--- src/rtl/player_key_conditioner.sv ---
// Per-key input conditioning: polarity fix, two-flop sync, debounce, rising-edge one-shot.
// Optional press counters are built when PLAYER_KEY_CONDITIONER_PRESS_COUNT_EN is defined.
module player_key_conditioner #(
  parameter int DEBOUNCE_CYCLES = 4,
  parameter bit ACTIVE_LOW      = 1'b1
) (
  input  logic       clk,
  input  logic       reset,
  input  logic       key_l_raw,
  input  logic       key_r_raw,
  input  logic       en,
  output logic       L,
  output logic       R
`ifdef PLAYER_KEY_CONDITIONER_PRESS_COUNT_EN
  ,
  output logic [7:0] press_cnt_l,
  output logic [7:0] press_cnt_r
`endif
);

  localparam int CW = $clog2(DEBOUNCE_CYCLES + 1);
  localparam logic [CW-1:0] CNT_LAST = CW'(DEBOUNCE_CYCLES - 1);

  // Channel index 0 is the left key, 1 is the right key.
  logic [1:0]    pressed_s;
  logic [1:0]    s1_r;
  logic [1:0]    s2_r;
  logic [1:0]    stable_r;
  logic [1:0]    stable_nxt_s;
  logic [1:0]    rise_s;
  logic [CW-1:0] cnt_r     [2];
  logic [CW-1:0] cnt_nxt_s [2];
  logic          l_r;
  logic          r_r;

  assign pressed_s = {key_r_raw, key_l_raw} ^ {2{ACTIVE_LOW}};

  // Debounce next-state and gated rising-edge detect for both channels.
  always_comb begin
    for (int i = 0; i < 2; i++) begin
      stable_nxt_s[i] = stable_r[i];
      cnt_nxt_s[i]    = cnt_r[i];
      if (s2_r[i] == stable_r[i]) begin
        cnt_nxt_s[i] = {CW{1'b0}};
      end else if (cnt_r[i] == CNT_LAST) begin
        stable_nxt_s[i] = s2_r[i];
        cnt_nxt_s[i]    = {CW{1'b0}};
      end else begin
        cnt_nxt_s[i] = cnt_r[i] + CW'(1);
      end
      rise_s[i] = en & stable_nxt_s[i] & ~stable_r[i];
    end
  end

  // Synchronizer, debounce state and registered move pulses.
  always_ff @(posedge clk) begin
    if (reset) begin
      s1_r     <= 2'b00;
      s2_r     <= 2'b00;
      stable_r <= 2'b00;
      cnt_r[0] <= {CW{1'b0}};
      cnt_r[1] <= {CW{1'b0}};
      l_r      <= 1'b0;
      r_r      <= 1'b0;
    end else begin
      s1_r     <= pressed_s;
      s2_r     <= s1_r;
      stable_r <= stable_nxt_s;
      cnt_r[0] <= cnt_nxt_s[0];
      cnt_r[1] <= cnt_nxt_s[1];
      l_r      <= rise_s[0];
      r_r      <= rise_s[1];
    end
  end

  assign L = l_r;
  assign R = r_r;

`ifdef PLAYER_KEY_CONDITIONER_PRESS_COUNT_EN
  logic [7:0] pcnt_r [2];

  // Saturating press counters, advanced on the same edge the pulse registers.
  always_ff @(posedge clk) begin
    if (reset) begin
      pcnt_r[0] <= 8'd0;
      pcnt_r[1] <= 8'd0;
    end else begin
      for (int i = 0; i < 2; i++) begin
        if (rise_s[i] && (pcnt_r[i] != 8'd255)) begin
          pcnt_r[i] <= pcnt_r[i] + 8'd1;
        end else begin
          pcnt_r[i] <= pcnt_r[i];
        end
      end
    end
  end

  assign press_cnt_l = pcnt_r[0];
  assign press_cnt_r = pcnt_r[1];
`endif

endmodule
--- config.mk ---
export PLATFORM = sky130hd
export DESIGN_NAME = player_key_conditioner
export DESIGN_NICKNAME = d
export VERILOG_FILES = /design/src/rtl/player_key_conditioner.sv
export SDC_FILE = /design/constraint.sdc
export NUM_CORES = 1
export LEC_CHECK = 0
export CORE_AREA = 2 2 39 41
export CTS_BUF_LIST = sky130_fd_sc_hd__clkbuf_16
export CTS_CLUSTER_DIAMETER = 60
export CTS_CLUSTER_SIZE = 8
export DETAILED_ROUTE_END_ITERATION = 12
export DIE_AREA = 0 0 41 43
export PLACE_DENSITY_LB_ADDON = 0.12
export SYNTH_ARGS = -nofsm -noshare
export SYNTH_HDL_FRONTEND = slang
export SYNTH_SLANG_ARGS = --single-unit
--- constraint.sdc ---
create_clock -name clk -period 2.4 [get_ports clk]
set_input_delay 0.48 -clock clk [delete_from_list [all_inputs] [get_ports clk]]
set_output_delay 0.48 -clock clk [all_outputs]
set_load 0.01 [all_outputs]
==> impl_metrics.tcl, run 1 <==
set metrics [dict create \
    status "finished clean" \
    power_density_mw_per_mm2 872 \
    syn_inst 42 \
    cp-start-kind "flop" \
    initial_core_util 0.348 \
    drive_gt1_frac 0.100 \
    chipHeight_um 43 \
    yosys-top-cells-count "dfxtp_1, ha_1, nor4_1, nand2b_1" \
    clock.fmax_mhz 644 \
    numPortBuffers 6 \
    fin_worst_skew_ns 0.000503 \
    clock-sinks 14 \
    yosysMostFrequentCell "dfxtp_1" \
    antennaDiodeCount 0 \
    worst_slack_ns 0.847 \
    grt_overflow 0 \
    drtAntennaViolNets 0 \
    multi_input_area_sq_um 189 \
    regArea_sq_um 280 \
    cts_htree_levels 1 \
    power_w 0.000551 \
    met3WireLength_um 19 \
    place_hpwl_um 453 \
    syn_to_final_growth_pct 31.2 \
    synth_top_flop_cell "dfxtp_1" \
    pre_cts_ws_ns 0.797 \
    drtPass1Iterations 1 \
    async_flop_share 0 \
    slew_viol_final 0 \
    cp_max_fo 1 \
    synth_top_cell_by_area "dfxtp_1" \
    crit_required_ns 1.92 \
    wl_met1_um 296 \
    top_layer_used "met3" \
    min-delay-path-class "flop to flop" \
    synth_edf_count 0 \
    crit_type "flop to output port" \
    grt_pass1_wl_um 1070 \
    ys_ff_latch 14 \
    path_cells "clkdlybuf4s50_1" \
    grt_max_degree 14 \
    fin_crit_sh 0.647 \
    die_w_um 41 \
    first_global_vias 260 \
    hold_violations 0 \
    crit_family "buffers and inverters" \
    syn_nets 51 \
    routed_via_density 4.36 \
    drc 0 \
    yosys-top-cells-area "dfxtp_1, ha_1, nor4b_2" \
    peakVddDrop_v 0.000432 \
    cts_hold_buf 0 \
    rsz0062_at_grt "no" \
    critPathMaxStageDelay_ns 0.53 \
    hold_slack_ns 0.429 \
    io_pins 7 \
    path_buf_inv 1 \
    cts_tree "done" \
    drv_cap 0 \
    cts.clk_slew.worst_paths_ns 0.04 \
    finalNetCount 61 \
    fillCellCount 135 \
    syn-cell-area_sq_um 482 \
    grt.total_usage 0.0963 \
    ys_types 13 \
    dr_total_vias 288 \
    crit_slowest_cell "clkdlybuf4s50_1" \
    gp_congestion 0.670 \
    core_area_sq_mm 0.00138 \
    setup_viol 0 \
    clockRootBuffer "clkbuf_16" \
    p_leak_nw 0.231 \
    wl_per_cell_um 9.42 \
    cts_buffers 3 \
    clk-insertion-delay-late_ns 0.24 \
    cts_setup_buffers 0 \
    ys_seq_area_frac 0.582 \
    dr_wl_met2_um 306 \
    yosys_warnings 0 \
    rows 14 \
    endpoint_kind "output port" \
    first_iter_violations 0 \
    cts_resized 0 \
    cp.arrival_ns 1.07 \
    grt_antenna_before_repair 0 \
    worstMarginPinSlew_ns 0.461 \
    wirelength_um 622 \
    slew_headroom 0.692 \
    period_minus_slack_ns 1.55 \
    clk_path_buf_depth 2 \
    die_area_sq_mm 0.00176 \
    avgSynthCellArea_sq_um 11.5 \
    synth.top_cell.area_share 0.582 \
    setup-tns-final_ns 0 \
]
[cell usage in the layout (no fill, tap or decap), drive strengths merged]
master          n
nor4            4
nor2b           2
ha              4
clkdlybuf4s50   6
clkbuf          3
nor4b           2
nor2            2
dfxtp          14
inv             2
xnor2           2
nand2           2
nand2b          3
a21oi           2
nor3            2
[state kept, by name, summed over array words and instances (netlist names)]
signal	flops
L	1
s1_r	2
s2_r	2
R	1
stable_r	2
cnt_r	6
[final timing paths]
check | end | startpoint | slack (ns) | cells past startpoint
worst max-delay path | L | L | 0.85 | 1
worst min-delay path | cnt_r[0][3] | cnt_r[0][3] | 0.43 | 1
worst max register to register | stable_r[1] | cnt_r[0][3] | 1.27 | 4
worst min register to register | cnt_r[0][3] | cnt_r[0][3] | 0.43 | 1
[stage by stage]
stage / utilization / instance area (sq um) / std cells
2_1_floorplan: - / 482 / 42
3_3_place_gp: 0.402 / 557 / 63
3_5_place_dp: 0.402 / 557 / 63
4_1_cts: 0.457 / 632 / 66
5_1_grt: 0.457 / 632 / 66
6_report: 0.457 / 632 / 66
[cell type report]
type / count / share of cell area
repair buffers: 6 / 0.0950
well taps: 16 / 0.0317
multi-input cells: 25 / 0.299
flip-flops and latches: 14 / 0.444
inverters: 2 / 0.0119
clock buffers: 3 / 0.119
[where the power goes]
part           internal [W]  switching (W)
Clock              0.000216      0.0000800
Sequential         0.000238     0.00000167
Combinational    0.00000906     0.00000639
[kinds of logic after synthesis]
logic type	synth area share
flip-flops	0.582
buffers and inverters	0.0260
AND/OR/NAND/NOR	0.231
adder cells (fa/ha/maj)	0.104
AO/OA/AOI/OAI	0.0208
XOR/XNOR	0.0364
[layer usage]
metal,track usage,up-vias
met4,0.120,0
met3,0.0157,0
met5,0,-
met2,0.109,5
li1,-,161
met1,0.129,122
No activity file was read; power rests on OpenSTA's default activity.
==> run 2: changes to the inputs <==
==> constraint.sdc (replaced) <==
create_clock -name clk -period 1.37 [get_ports clk]
set_input_delay 0.274 -clock clk [delete_from_list [all_inputs] [get_ports clk]]
set_output_delay 0.274 -clock clk [all_outputs]
set_load 0.01 [all_outputs]
==> impl_metrics.tcl, run 2 (synthesized netlist as in run 1, its figures left out) <==
set metrics [dict create \
    path_cells "clkdlybuf4s50_1" \
    numPortBuffers 6 \
    regToRegSetupSlack_ns 0.24 \
    critPathMaxStageDelay_ns 0.52 \
    drive_gt1_frac 0.132 \
    crit_required_ns 1.10 \
    cts_buffers 3 \
    core_area_sq_mm 0.00138 \
    fillCellCount 131 \
    crit_slowest_cell "clkdlybuf4s50_1" \
    gp_congestion 0.638 \
    syn_to_final_growth_pct 35.1 \
    crit_family "buffers and inverters" \
    wl_per_cell_um 9.51 \
    pwr-share-clk 0.542 \
    sequentialPowerShare 0.426 \
    routed_via_density 4.65 \
    cts_setup_buffers 0 \
    timing.rr.start "cnt_r[0][0]" \
    status "finished clean" \
    largest_reg_flops 6 \
    fin_worst_skew_ns 0.00204 \
    power_density_mw_per_mm2 1510 \
    endpoint_kind "output port" \
    hold_start "cnt_r[0][0]" \
    rows 14 \
    hold_slack_ns 0.423 \
    cts_hold_buf 0 \
    p_int_w 0.000820 \
    fin_crit_sh 0.973 \
    p_leak_nw 0.242 \
    dr_total_vias 321 \
    p_sw_frac 0.167 \
    place_hpwl_um 544 \
    cp.arrival_ns 1.06 \
    grt_antenna_before_repair 0 \
    first_iter_violations 1 \
    drc 0 \
    peakVddDrop_v 0.000715 \
    setup-tns-final_ns 0 \
    final_cell_mix "dfxtp_1, clkdlybuf4s50_1, nor4_1, ha_1" \
    rr_worst_depth 4 \
    clock.fmax_mhz 750 \
    clock-sinks 14 \
    first_global_vias 298 \
    p_sw_w 0.000164 \
    cts_htree_levels 1 \
    setup_viol 0 \
    cp-start-kind "flop" \
    r2r_end "stable_r[0]" \
    cts.clk_slew.worst_paths_ns 0.04 \
    period_minus_slack_ns 1.33 \
    drtPass1Iterations 3 \
    combinationalPowerShare 0.032 \
    slew_viol_final 0 \
    antennaDiodeCount 0 \
    drv_cap 0 \
    clockRootBuffer "clkbuf_16" \
    place_area_sq_um 572 \
    min_to "cnt_r[0][0]" \
    hold_depth 1 \
    regMostFlops "cnt_r" \
    grt_pass1_wl_um 1090 \
    slew_headroom 0.812 \
    grt_overflow 0 \
    crit_type "flop to output port" \
    path_buf_inv 1 \
    cp_max_fo 1 \
    min-delay-path-class "flop to flop" \
    worstMarginPinSlew_ns 0.281 \
    hold_violations 0 \
    grt_max_degree 9 \
    drtAntennaViolNets 0 \
    clk-insertion-delay-late_ns 0.24 \
    setup.worst_path.start "R" \
    layout_commonest_cell "dfxtp_1" \
    chipHeight_um 43 \
    grt.total_usage 0.0931 \
    initial_core_util 0.348 \
    io_pins 7 \
    worst_slack_ns 0.0375 \
    cts_resized 0 \
    clk_path_buf_depth 2 \
    fin_area_sq_um 651 \
    cts_tree "done" \
    pre_cts_ws_ns 0.0856 \
    rsz0062_at_grt "no" \
    wirelength_um 656 \
    finalNetCount 63 \
    die_area_sq_mm 0.00176 \
    die_w_um 41 \
]
[run 2: cell count changes in the layout (fill, tap and decap cells not counted), sizes merged]
| cell | before | now |
|---|---|---|
| clkinv | 0 | 1 |
| buf | 0 | 2 |
[run 2: area by class of cell]
cell class	instances	area, sq um	share of cell area
Sequential cell	14	280	0.431
Multi-Input combinational cell	25	189	0.290
Clock inverter	1	3.75	0.00577
Inverter	2	7.51	0.0115
Timing Repair Buffer	8	75.1	0.115
Tap cell	16	20.0	0.0308
Clock buffer	3	75.1	0.115
[run 2: stage by stage]
stage,util,power (W),instances
final,0.470,0.000984,69
after global routing,0.470,0.00103,69
after CTS,0.470,0.00100,69
after detailed placement,0.413,0.000459,65
after global placement,0.413,0.000457,65
after floorplan,-,0.000440,42
[run 2: how the worst max path moves through the flow]
stage,endpoint,cells after the start
detailed placement,cnt_r[0][4],3
global placement,cnt_r[0][4],3
CTS,R,1
global route,R,1
finish,R,1
floorplan,cnt_r[0][2],3
[run 2: power by group through the flow]
stage / combinational (W) / sequential [W] / clock [W]
6_report: 0.0000317 / 0.000419 / 0.000533
5_1_grt: 0.0000350 / 0.000419 / 0.000571
4_1_cts: 0.0000324 / 0.000419 / 0.000552
3_5_place_dp: 0.0000324 / 0.000427 / 0
3_3_place_gp: 0.0000307 / 0.000426 / 0
2_1_floorplan: 0.0000141 / 0.000426 / 0
[run 2: routing by layer]
metal  global-route usage  vias to the layer above  wire length, um
li1                     -                      167                -
met1                0.119                      145              276
met2                0.128                        7              329
met3               0.0157                        2               27
met4               0.0800                        0               22
met5                    0                        -                0
==> run 3: changes to the inputs <==
--- a/config.mk
+++ b/config.mk
@@ -11,7 +11,7 @@
 export CTS_CLUSTER_SIZE = 8
 export DETAILED_ROUTE_END_ITERATION = 12
 export DIE_AREA = 0 0 41 43
-export PLACE_DENSITY_LB_ADDON = 0.12
+export PLACE_DENSITY = 0.66
 export SYNTH_ARGS = -nofsm -noshare
 export SYNTH_HDL_FRONTEND = slang
 export SYNTH_SLANG_ARGS = --single-unit
==> impl_metrics.tcl, run 3 (synthesized netlist as in run 1, its figures left out) <==
set metrics [dict create \
    status "finished clean" \
    numPortBuffers 6 \
    setup_viol 0 \
    cp-start-kind "flop" \
    drc 0 \
    cts_htree_levels 1 \
    drv_cap 0 \
    rows 14 \
    critPathMaxStageDelay_ns 0.52 \
    grt_antenna_before_repair 0 \
    fin_crit_sh 0.975 \
    met3_usage 0.0785 \
    die_area_sq_mm 0.00176 \
    grt.total_usage 0.102 \
    top_usage_layer "met1" \
    final_cell_mix "dfxtp_1, clkdlybuf4s50_1, nor4_1, ha_1" \
    syn_to_final_growth_pct 35.6 \
    use_met2 0.106 \
    path_cells "clkdlybuf4s50_1" \
    io_pins 7 \
    hold_slack_ns 0.427 \
    slew_headroom 0.799 \
    wirelength_um 651 \
    rsz0062_at_grt "no" \
    clock.fmax_mhz 749 \
    drtAntennaViolNets 0 \
    min_to "cnt_r[0][0]" \
    cts.clk_slew.worst_paths_ns 0.04 \
    clockRootBuffer "clkbuf_16" \
    chipHeight_um 43 \
    min-delay-path-class "flop to flop" \
    core_area_sq_mm 0.00138 \
    r2r_end "cnt_r[0][2]" \
    grt_pass1_wl_um 1050 \
    layout_commonest_cell "dfxtp_1" \
    worst_slack_ns 0.0341 \
    p_leak_nw 0.261 \
    cts_setup_buffers 0 \
    grt_overflow 0 \
    drive_gt1_frac 0.132 \
    place_hpwl_um 486 \
    crit_family "buffers and inverters" \
    die_w_um 41 \
    endpoint_kind "output port" \
    gp_congestion 0.745 \
    peakVddDrop_v 0.00106 \
    period_minus_slack_ns 1.34 \
    dr_total_vias 319 \
    routed_via_density 4.62 \
    crit_slowest_cell "clkdlybuf4s50_1" \
    wl_per_cell_um 9.43 \
    worstMarginPinSlew_ns 0.300 \
    rr_worst_depth 3 \
    drtPass1Iterations 3 \
    final_util 0.472 \
    antennaDiodeCount 0 \
    clk-insertion-delay-late_ns 0.24 \
    hold_start "cnt_r[0][0]" \
    hold_depth 1 \
    cts_tree "done" \
    path_buf_inv 1 \
    hold_violations 0 \
    use_met1 0.120 \
    clock-sinks 14 \
    first_global_vias 271 \
    crit_required_ns 1.10 \
    clk_path_buf_depth 2 \
    regMostFlops "cnt_r" \
    cts_hold_buf 0 \
    finalNetCount 63 \
    pre_cts_ws_ns 0.108 \
    regToRegSetupSlack_ns 0.20 \
    cp.arrival_ns 1.06 \
    timing.rr.start "cnt_r[0][0]" \
    initial_core_util 0.348 \
    power_density_mw_per_mm2 1510 \
    first_iter_violations 3 \
    fin_worst_skew_ns 0.00407 \
    cp_max_fo 1 \
    crit_type "flop to output port" \
    grt_max_degree 9 \
    cts_resized 0 \
    slew_viol_final 0 \
    setup-tns-final_ns 0 \
    largest_reg_flops 6 \
    cts_buffers 3 \
]
-- run 3: cell types whose count changed in the layout (fill, tap and decap cells not counted) --
cell | previous run | this run
clkdlybuf4s50_1 | 6 | 5
dlymetal6s2s_1 | 0 | 1
-- run 3: where the power goes --
group | switching, W | leakage, nW | internal, W
registers | 0.00000300 | 0.114 | 0.000416
clock network | 0.000151 | 0.0385 | 0.000384
logic | 0.0000116 | 0.108 | 0.0000195
-- run 3: through the flow --
step / instance area [sq um] / std cells / total power, W
after floorplan: 482 / 42 / 0.000440
after global placement: 572 / 65 / 0.000458
after global routing: 653 / 69 / 0.00102
after CTS: 651 / 69 / 0.00100
final: 653 / 69 / 0.000985
after detailed placement: 572 / 65 / 0.000458
-- run 3: routing by layer --
metal | up-vias | routed length, um
met4 | 0 | 25
met2 | 11 | 275
met3 | 3 | 61
met5 | - | 0
met1 | 140 | 288
li1 | 165 | -
-- run 3: area by class of cell --
| cell class | count | area (sq um) |
|---|---|---|
| multi-input combinational | 25 | 189 |
| clock inverter | 1 | 3.75 |
| clock buffer | 3 | 75.1 |
| fill | 134 | 731 |
| tap | 16 | 20.0 |
| timing repair buffer | 8 | 77.6 |
| inverter | 2 | 7.51 |
| sequential | 14 | 280 |
-- run 3: worst max path at each step --
stage | from | endpoint | slack [ns] | cells after the start
after global placement | reset | cnt_r[0][1] | 0.13 | 3
after global routing | L | L | 0.007 | 1
after detailed placement | reset | cnt_r[0][1] | 0.11 | 3
final | L | L | 0.03 | 1
after CTS | R | R | 0.02 | 1
after floorplan | cnt_r[0][0] | cnt_r[0][2] | 0.32 | 3
